$ cat src/rtl/div_pkg.sv
// Shared types and constants for the sign-magnitude divider request front-end.
package div_pkg;

    localparam int DEF_DATA_W = 32;

    typedef enum logic [2:0] {
        IDLE    = 3'd0,
        ISSUE   = 3'd1,
        WAIT_HI = 3'd2,
        WAIT_LO = 3'd3,
        HOLD    = 3'd4
    } div_ctl_state_t;

    localparam logic [1:0] ERR_OK   = 2'b00;
    localparam logic [1:0] ERR_TMO  = 2'b01;
    localparam logic [1:0] ERR_DIV0 = 2'b10;

endpackage

$ cat src/rtl/div_req_ctrl.sv
// Divider request/response controller with busy-edge tracking and watchdog.
// Optional DIVCTL_ZERO_CHK_EN: zero-magnitude divisors are answered locally.
module div_req_ctrl
    import div_pkg::*;
#(
    parameter int DATA_W      = DEF_DATA_W,
    parameter int TIMEOUT_CYC = 48,
    parameter int CNT_W       = 6
) (
    input  logic              clk,
    input  logic              rstn,
    input  logic              in_valid,
    output logic              in_ready,
    input  logic [DATA_W-1:0] in_x,
    input  logic [DATA_W-1:0] in_y,
    output logic              div_start,
    output logic [DATA_W-1:0] div_x,
    output logic [DATA_W-1:0] div_y,
    input  logic              div_busy,
    input  logic [DATA_W-1:0] div_z,
    input  logic [DATA_W-1:0] div_r,
    output logic              out_valid,
    input  logic              out_ready,
    output logic [DATA_W-1:0] out_z,
    output logic [DATA_W-1:0] out_r,
    output logic [1:0]        out_err
);

    localparam logic [CNT_W-1:0] TMO_LAST = CNT_W'(TIMEOUT_CYC - 1);

    div_ctl_state_t   state_q;
    div_ctl_state_t   state_d;
    logic [CNT_W-1:0] wd_q;
    logic             rdy_q;
    logic             accept;
    logic             y_zero;
    logic             in_wait;
    logic             done;
    logic             tmo;

`ifdef DIVCTL_ZERO_CHK_EN
    assign y_zero = (in_y[DATA_W-2:0] == '0);
`else
    assign y_zero = 1'b0;
`endif

    assign accept  = (state_q == IDLE) && rdy_q && in_valid;
    assign in_wait = (state_q == WAIT_HI) || (state_q == WAIT_LO);
    assign done    = (state_q == WAIT_LO) && !div_busy;
    assign tmo     = in_wait && (wd_q == TMO_LAST) && !done;

    assign in_ready  = rdy_q;
    assign div_start = (state_q == ISSUE);
    assign out_valid = (state_q == HOLD);

    always_comb begin
        state_d = state_q;
        unique case (state_q)
            IDLE:    if (accept) state_d = y_zero ? HOLD : ISSUE;
            ISSUE:   state_d = WAIT_HI;
            WAIT_HI: begin
                if (tmo)           state_d = HOLD;
                else if (div_busy) state_d = WAIT_LO;
            end
            WAIT_LO: if (done || tmo) state_d = HOLD;
            HOLD:    if (out_ready) state_d = IDLE;
            default: state_d = IDLE;
        endcase
    end

    always_ff @(posedge clk or negedge rstn) begin
        if (!rstn) begin
            state_q <= IDLE;
            rdy_q   <= 1'b0;
            wd_q    <= '0;
            div_x   <= '0;
            div_y   <= '0;
            out_z   <= '0;
            out_r   <= '0;
            out_err <= ERR_OK;
        end else begin
            state_q <= state_d;
            rdy_q   <= (state_d == IDLE);
            if (state_q == ISSUE) wd_q <= '0;
            else if (in_wait)     wd_q <= wd_q + 1'b1;
            if (accept) begin
                div_x <= in_x;
                div_y <= in_y;
            end
            // Zero-divisor answer: saturated quotient, dividend as remainder
            if (accept && y_zero) begin
                out_z   <= {in_x[DATA_W-1] ^ in_y[DATA_W-1],
                            {(DATA_W-1){1'b1}}};
                out_r   <= in_x;
                out_err <= ERR_DIV0;
            end
            if (done) begin
                out_z   <= div_z;
                out_r   <= div_r;
                out_err <= ERR_OK;
            end
            if (tmo) begin
                out_z   <= '0;
                out_r   <= '0;
                out_err <= ERR_TMO;
            end
        end
    end

endmodule

$ cat config.mk
export PLATFORM = sky130hd
export DESIGN_NAME = div_req_ctrl
export DESIGN_NICKNAME = d
export VERILOG_FILES = /design/src/rtl/div_pkg.sv /design/src/rtl/div_req_ctrl.sv
export SDC_FILE = /design/constraint.sdc
export NUM_CORES = 1
export LEC_CHECK = 0
export BUFFER_PORTS_ARGS = -buffer_cell sky130_fd_sc_hd__buf_2
export CAP_MARGIN = 0
export CORE_UTILIZATION = 43
export CTS_CLUSTER_DIAMETER = 50
export CTS_CLUSTER_SIZE = 8
export DETAILED_ROUTE_END_ITERATION = 10
export PLACE_DENSITY = 0.83
export SLEW_MARGIN = 20
export SYNTH_ARGS = -nofsm -noshare
export SYNTH_HDL_FRONTEND = slang
export SYNTH_SLANG_ARGS = --single-unit
$ cat constraint.sdc
create_clock -name clk -period 3.5 [get_ports clk]
set_clock_uncertainty 0.05 [all_clocks]
set_input_delay 0.175 -clock clk [delete_from_list [all_inputs] [get_ports clk]]
set_output_delay 0.175 -clock clk [all_outputs]
set_load 0.02 [all_outputs]
==> results of run 1 <==
-- routing by layer --
| metal | vias up | part of all wire [%] |
|---|---|---|
| li1 | 2006 | - |
| met1 | 2180 | 39 |
| met2 | 213 | 52 |
| met3 | 41 | 6.5 |
| met4 | 0 | 2.8 |
| met5 | - | 0 |
-- stage by stage --
step	setup slack [ns]	instances	total power, uW
after floorplan	1.94	328	4820
after detailed placement	1.21	743	5860
after CTS	1.21	904	7820
final	1.19	904	7840
after global routing	1.08	904	8210
after global placement	1.34	743	5750
-- area by class of cell --
class,count,share of cell area [%]
Clock inverter,7,1.31
Timing Repair Buffer,399,30.8
Tap cell,168,2.41
Clock buffer,24,5.53
Multi-Input combinational cell,166,20.0
Sequential cell,139,40.0
Inverter,1,0.0431
-- worst paths after layout --
check                      startpoint         end  slack, ns
min                          div_busy  state_q[0]       0.03
max                           wd_q[0]   out_r[24]       1.19
min in group asynchronous        rstn    div_y[4]       0.42
max reg2reg                   wd_q[0]   out_r[24]       1.19
max in group asynchronous        rstn   div_y[17]       2.14
min reg2reg                  out_z[8]    out_z[8]       0.44
-- what timing repair did --
action                    in CTS  in global routing
hold endpoints to repair     225                  0
hold buffers                 130                  0
buffers inserted               0                  0
-- logic make-up after synthesis --
logic type,Yosys count
compound gates,74
xor+xnor,3
other cells,1
buf+inv,23
fa+ha+maj,1
flops,139
mux,65
simple gates,22
-- cell usage after synthesis --
master    instances
dfrtp_1         139
a22o_1           65
mux2_4           50
mux2_2           15
buf_2             7
buf_12            6
buf_6             6
nor2_1            6
nand2_1           5
buf_4             2
nand3_1           2
xor2_1            2
a21oi_1           1
a311oi_1          1
a31o_2            1
a31oi_1           1
a31oi_2           1
and2_1            1
and2b_1           1
and3b_1           1
and4b_4           1
and4bb_2          1
clkbuf_1          1
conb_1            1
ha_1              1
inv_1             1
nor3_1            1
nor3_2            1
nor3b_1           1
o21ai_0           1
o21ai_1           1
o21ba_2           1
o21bai_1          1
or3_1             1
xnor2_1           1
-- power by group --
group          leakage (uW)  internal [uW]  switching, uW  total, uW
Clock              0.000294           1170            623       1790
Sequential          0.00173           2360            463       2820
Combinational       0.00247           1460           1760       3220
Total               0.00450           4990           2850       7840
-- registers in the layout, indices dropped and copies added (netlist names) --
| name | cells |
|---|---|
| div_y | 32 |
| wd_q | 6 |
| out_z | 32 |
| out_err | 1 |
| out_r | 32 |
| in_ready | 1 |
| state_q | 3 |
| div_x | 32 |
==> metrics.csv, run 1 <==
metric,value,unit
vdd_drop_max,0.000483,V
post_drt_via_cell_ratio,4.91,
initial_core_util,44.8,%
vias,4440,
cts_tree,done,
hold_depth,2,
rows,40,
critPathLaunchType,register,
synth_cell_types,35,
drc_errors,0,
utilization,71.6,%
tns,0,ns
fin_crit_sh,66.0,%
cts_buffer_depth,2,
cap_violations,0,
ctsResizeCount,0,
leakage,0.00450,uW
die_x,115,microns
antenna_left,0,
syn_area,0.00545,sq mm
rsz0062_at_grt,false,
wl_per_cell,17.6,microns
cp_slowest_stage_delay,0.52,ns
r2r_cells,5,
htree_num_levels,4,
drive_above_1_share,49.9,%
synth_area_leaders,"dfrtp_1 (64%), mux2_4 (14%), a22o_1 (10%)",
synth_top_family_by_area,multiplexers,
final_cell_mix,"buf_2 (263), dfrtp_1 (139), dlygate4sd3_1 (130)",
path_clk_slew,0.06,ns
clock_latency,0.40,ns
die_h,115,microns
grt_max_degree,99,
use_met3,7.09,%
critical_path_buf_inv_count,1,
critPathRequiredTime,3.78,ns
fillers,755,
synth-compound-area-share,11.7,%
grt_usage,24.7,%
dieArea,0.0131,sq mm
gr-usage-met2,44.3,%
slew_headroom,42.6,%
mostFrequentLayoutCell,buf_2,
synth-simple-area-share,2.36,%
seq_area,0.00348,sq mm
worstSetupEndpointType,register,
drt_iter0_drc,243,
cts_buffers,17,
synthesis.nets,462,
yosysWarnings,0,
max_slew.worst_pin.slew,0.861,ns
netlist.area_leader.share,63.8,%
yosysTopAreaCell,dfrtp_1,
slew_viol_final,0,
synthCells,328,
path_cells,ha_1 > and3b_1 > a31oi_4 > buf_4 > a22o_1,
fin_area,0.00870,sq mm
power.density,901,mW/mm^2
ys_ff_latch,139,
num_antenna_cells,0,
antenna_found_initial,0,
ys_seq_area_share,63.8,%
worst_hold_path_type,primary input to register,
path_delay_family,compound AO/OA/AOI/OAI gates,
use_met1,26.8,%
clock_sinks,139,
drt_pass1_iterations,4,
grt_remaining_overflow,0,
area_delta_synth_final,59.6,%
synthMuxAreaShare,16.9,%
io_buffer_count,264,
grt_pass1_wl,24300,microns
fin_crit,2.31,ns
synth.avg_cell_area,16.6,sq um
ioPinCount,266,
hold_viol,0,
core,0.0122,sq mm
fin_nets,858,
synthAdderAreaFrac,0.229,%
synth_xor_xnor_area_share,0.482,%
setup_viol,0,
grt_pass1_vias,4782,
status,completed,
gp_congestion,0.727,
busiest_layer,met2,
fmax,433,MHz
whs,0.0316,ns
place_area,0.00681,sq mm
arrival,2.59,ns
multi_input_area,0.00174,sq mm
path_depth,5,
dp.final_hpwl,8820,microns
cp_max_fo,48,
worstSetupPathType,register to register,
wl,15900,microns
critPathSlowestCell,buf_4,
root_buffer,clkbuf_16,
Note: power is estimated with default switching activity, not from simulation.
==> inputs of run 2 (changes only) <==
==> constraint.sdc (replaced) <==
create_clock -name clk -period 2.2 [get_ports clk]
set_clock_uncertainty 0.05 [all_clocks]
set_input_delay 0.11 -clock clk [delete_from_list [all_inputs] [get_ports clk]]
set_output_delay 0.11 -clock clk [all_outputs]
set_load 0.02 [all_outputs]
==> run 2 against run 1 <==
Against the previous run:
- non-clock buffer count up 6
- critical path depth is 1 lower
- flip-flop and latch count did not move
- via count grew 2.0%
- power is 62% higher
- first-iteration DRC count increased by 15%
- core utilization is 1.0 points higher
- sequential power rose by 60%
- largest cell class unchanged
==> metrics.csv, run 2 (same netlist as run 1, synthesis figures left out) <==
metric,value,unit
root_buffer,clkbuf_16,
setup_viol,0,
tns,0,ns
r2r_end,div_x[4],
gr-usage-met2,46.2,%
die_h,115,microns
worstSetupStartpoint,state_q[1],
cts_buffer_depth,2,
fin_crit_sh,79.5,%
r2r_cells,4,
wl,16500,microns
ioPinCount,266,
critPathRequiredTime,2.44,ns
fin_nets,864,
leakage,0.00456,uW
use_met3,8.58,%
endpoint,div_x[4],
drc_errors,0,
status,completed,
io_buffer_count,264,
htree_num_levels,4,
fmax,572,MHz
drive_above_1_share,50.5,%
drt_iter0_drc,279,
cts_hold_buffers,131,
post_drt_via_cell_ratio,4.96,
cp_slowest_stage_delay,0.45,ns
dp.final_hpwl,9250,microns
use_met1,28.7,%
rsz0062_at_grt,false,
drt_pass1_iterations,5,
vdd_drop_max,0.000774,V
hold_viol,0,
critPathLaunchType,register,
antenna_found_initial,0,
clock_sinks,139,
p_int,8110,uW
cp_max_fo,32,
grt_pass1_vias,4884,
mostFrequentLayoutCell,buf_2,
worst_hold_path_type,primary input to register,
grt_usage,26.0,%
fillers,753,
swShare,36.3,%
arrival,1.99,ns
slew_viol_final,0,
cts_buffers,17,
combPwrFrac,40.6,%
post-cts-setup-buffers,0,
antenna_left,0,
vias,4527,
r2r-start,state_q[1],
area_delta_synth_final,61.9,%
stdcell_count,913,
grt_pass1_wl,25500,microns
pwr-share-seq,35.5,%
power.density,1440,mW/mm^2
wl_per_cell,18.1,microns
path_clk_slew,0.06,ns
fin_crit,1.75,ns
cap_violations,0,
busiest_layer,met2,
grt_remaining_overflow,0,
p_switching,4620,uW
final_cell_mix,"buf_2 (263), dfrtp_1 (139), dlygate4sd3_1 (131)",
worstSetupEndpointType,register,
dieArea,0.0131,sq mm
initial_core_util,44.8,%
reg2reg_slack,0.45,ns
die_x,115,microns
dpl.cell_count,748,
ctsResizeCount,0,
core,0.0122,sq mm
clock_power_share,23.9,%
cts_tree,done,
max_slew.worst_pin.slew,0.637,ns
slew_headroom,57.5,%
clock_latency,0.41,ns
path_cells,nor2_1 > and4b_4 > buf_12 > mux2_2,
gp_congestion,0.741,
grt_max_degree,70,
critPathSlowestCell,dfrtp_1,
worstSetupPathType,register to register,
rows,40,
## run 2: cell count changes in the layout (fill, tap and decap cells not counted)
cell           previous run  this run
diode_2                   0         2
inv_6                     0         1
clkinv_2                  3         6
bufinv_16                 3         5
buf_12                    1         4
dlygate4sd3_1           130       131
clkbuf_1                  4         2
buf_4                     4         6
clkbuf_8                  3         0
## run 2: how the worst min path moves through the flow
stage,start,endpoint,cells past startpoint
global route,in_valid,div_y[19],3
finish,in_valid,div_y[19],3
CTS,in_valid,div_y[19],3
floorplan,rstn,div_x[0],0
detailed placement,rstn,out_r[6],1
global placement,rstn,out_r[6],1
## run 2: power groups by stage
stage	Sequential [uW]	Combinational, uW	Clock [uW]
finish	4520	5170	3040
global route	4630	5470	3220
CTS	4460	5100	3090
detailed placement	4450	4920	0
global placement	4410	4780	0
floorplan	5780	1890	0
## run 2: per-stage QoR
stage                     instance area [sq um]  setup WS (ns)  power (uW)  util [%]  hold slack (ns)
after detailed placement                   6880          0.460        9370      56.6           0.0962
after floorplan                            5450          0.644        7670         -           -0.236
after global placement                     6880          0.498        9180      56.6           0.0791
after CTS                                  8820          0.451       12600      72.6            0.194
after global routing                       8820          0.368       13300      72.6            0.198
final                                      8830          0.451       12700      72.6            0.211
## run 2: layout make-up
| type | count | area (sq um) | share of cell area (%) |
|---|---|---|---|
| diodes | 2 | 5.00 | 0.0567 |
| well taps | 168 | 210 | 2.38 |
| inverters | 1 | 3.75 | 0.0425 |
| clock buffers | 19 | 433 | 4.90 |
| repair buffers | 405 | 2760 | 31.3 |
| flip-flops and latches | 139 | 3480 | 39.4 |
| multi-input cells | 166 | 1740 | 19.7 |
| clock inverters | 13 | 198 | 2.24 |
## run 2: worst max-delay path, delay by kind of cell (launching register included)
family,cells,cell delay [ns]
buffers and inverters,1,0.24
muxes,1,0.37
and+or+nand+nor,2,0.49
DFF,1,0.45
## run 2: metal layers
metal / wire length (microns) / share of wire, %
met1: 6270 / 38
met2: 8630 / 52
met3: 1200 / 7.3
met4: 422 / 2.6
met5: 0 / 0
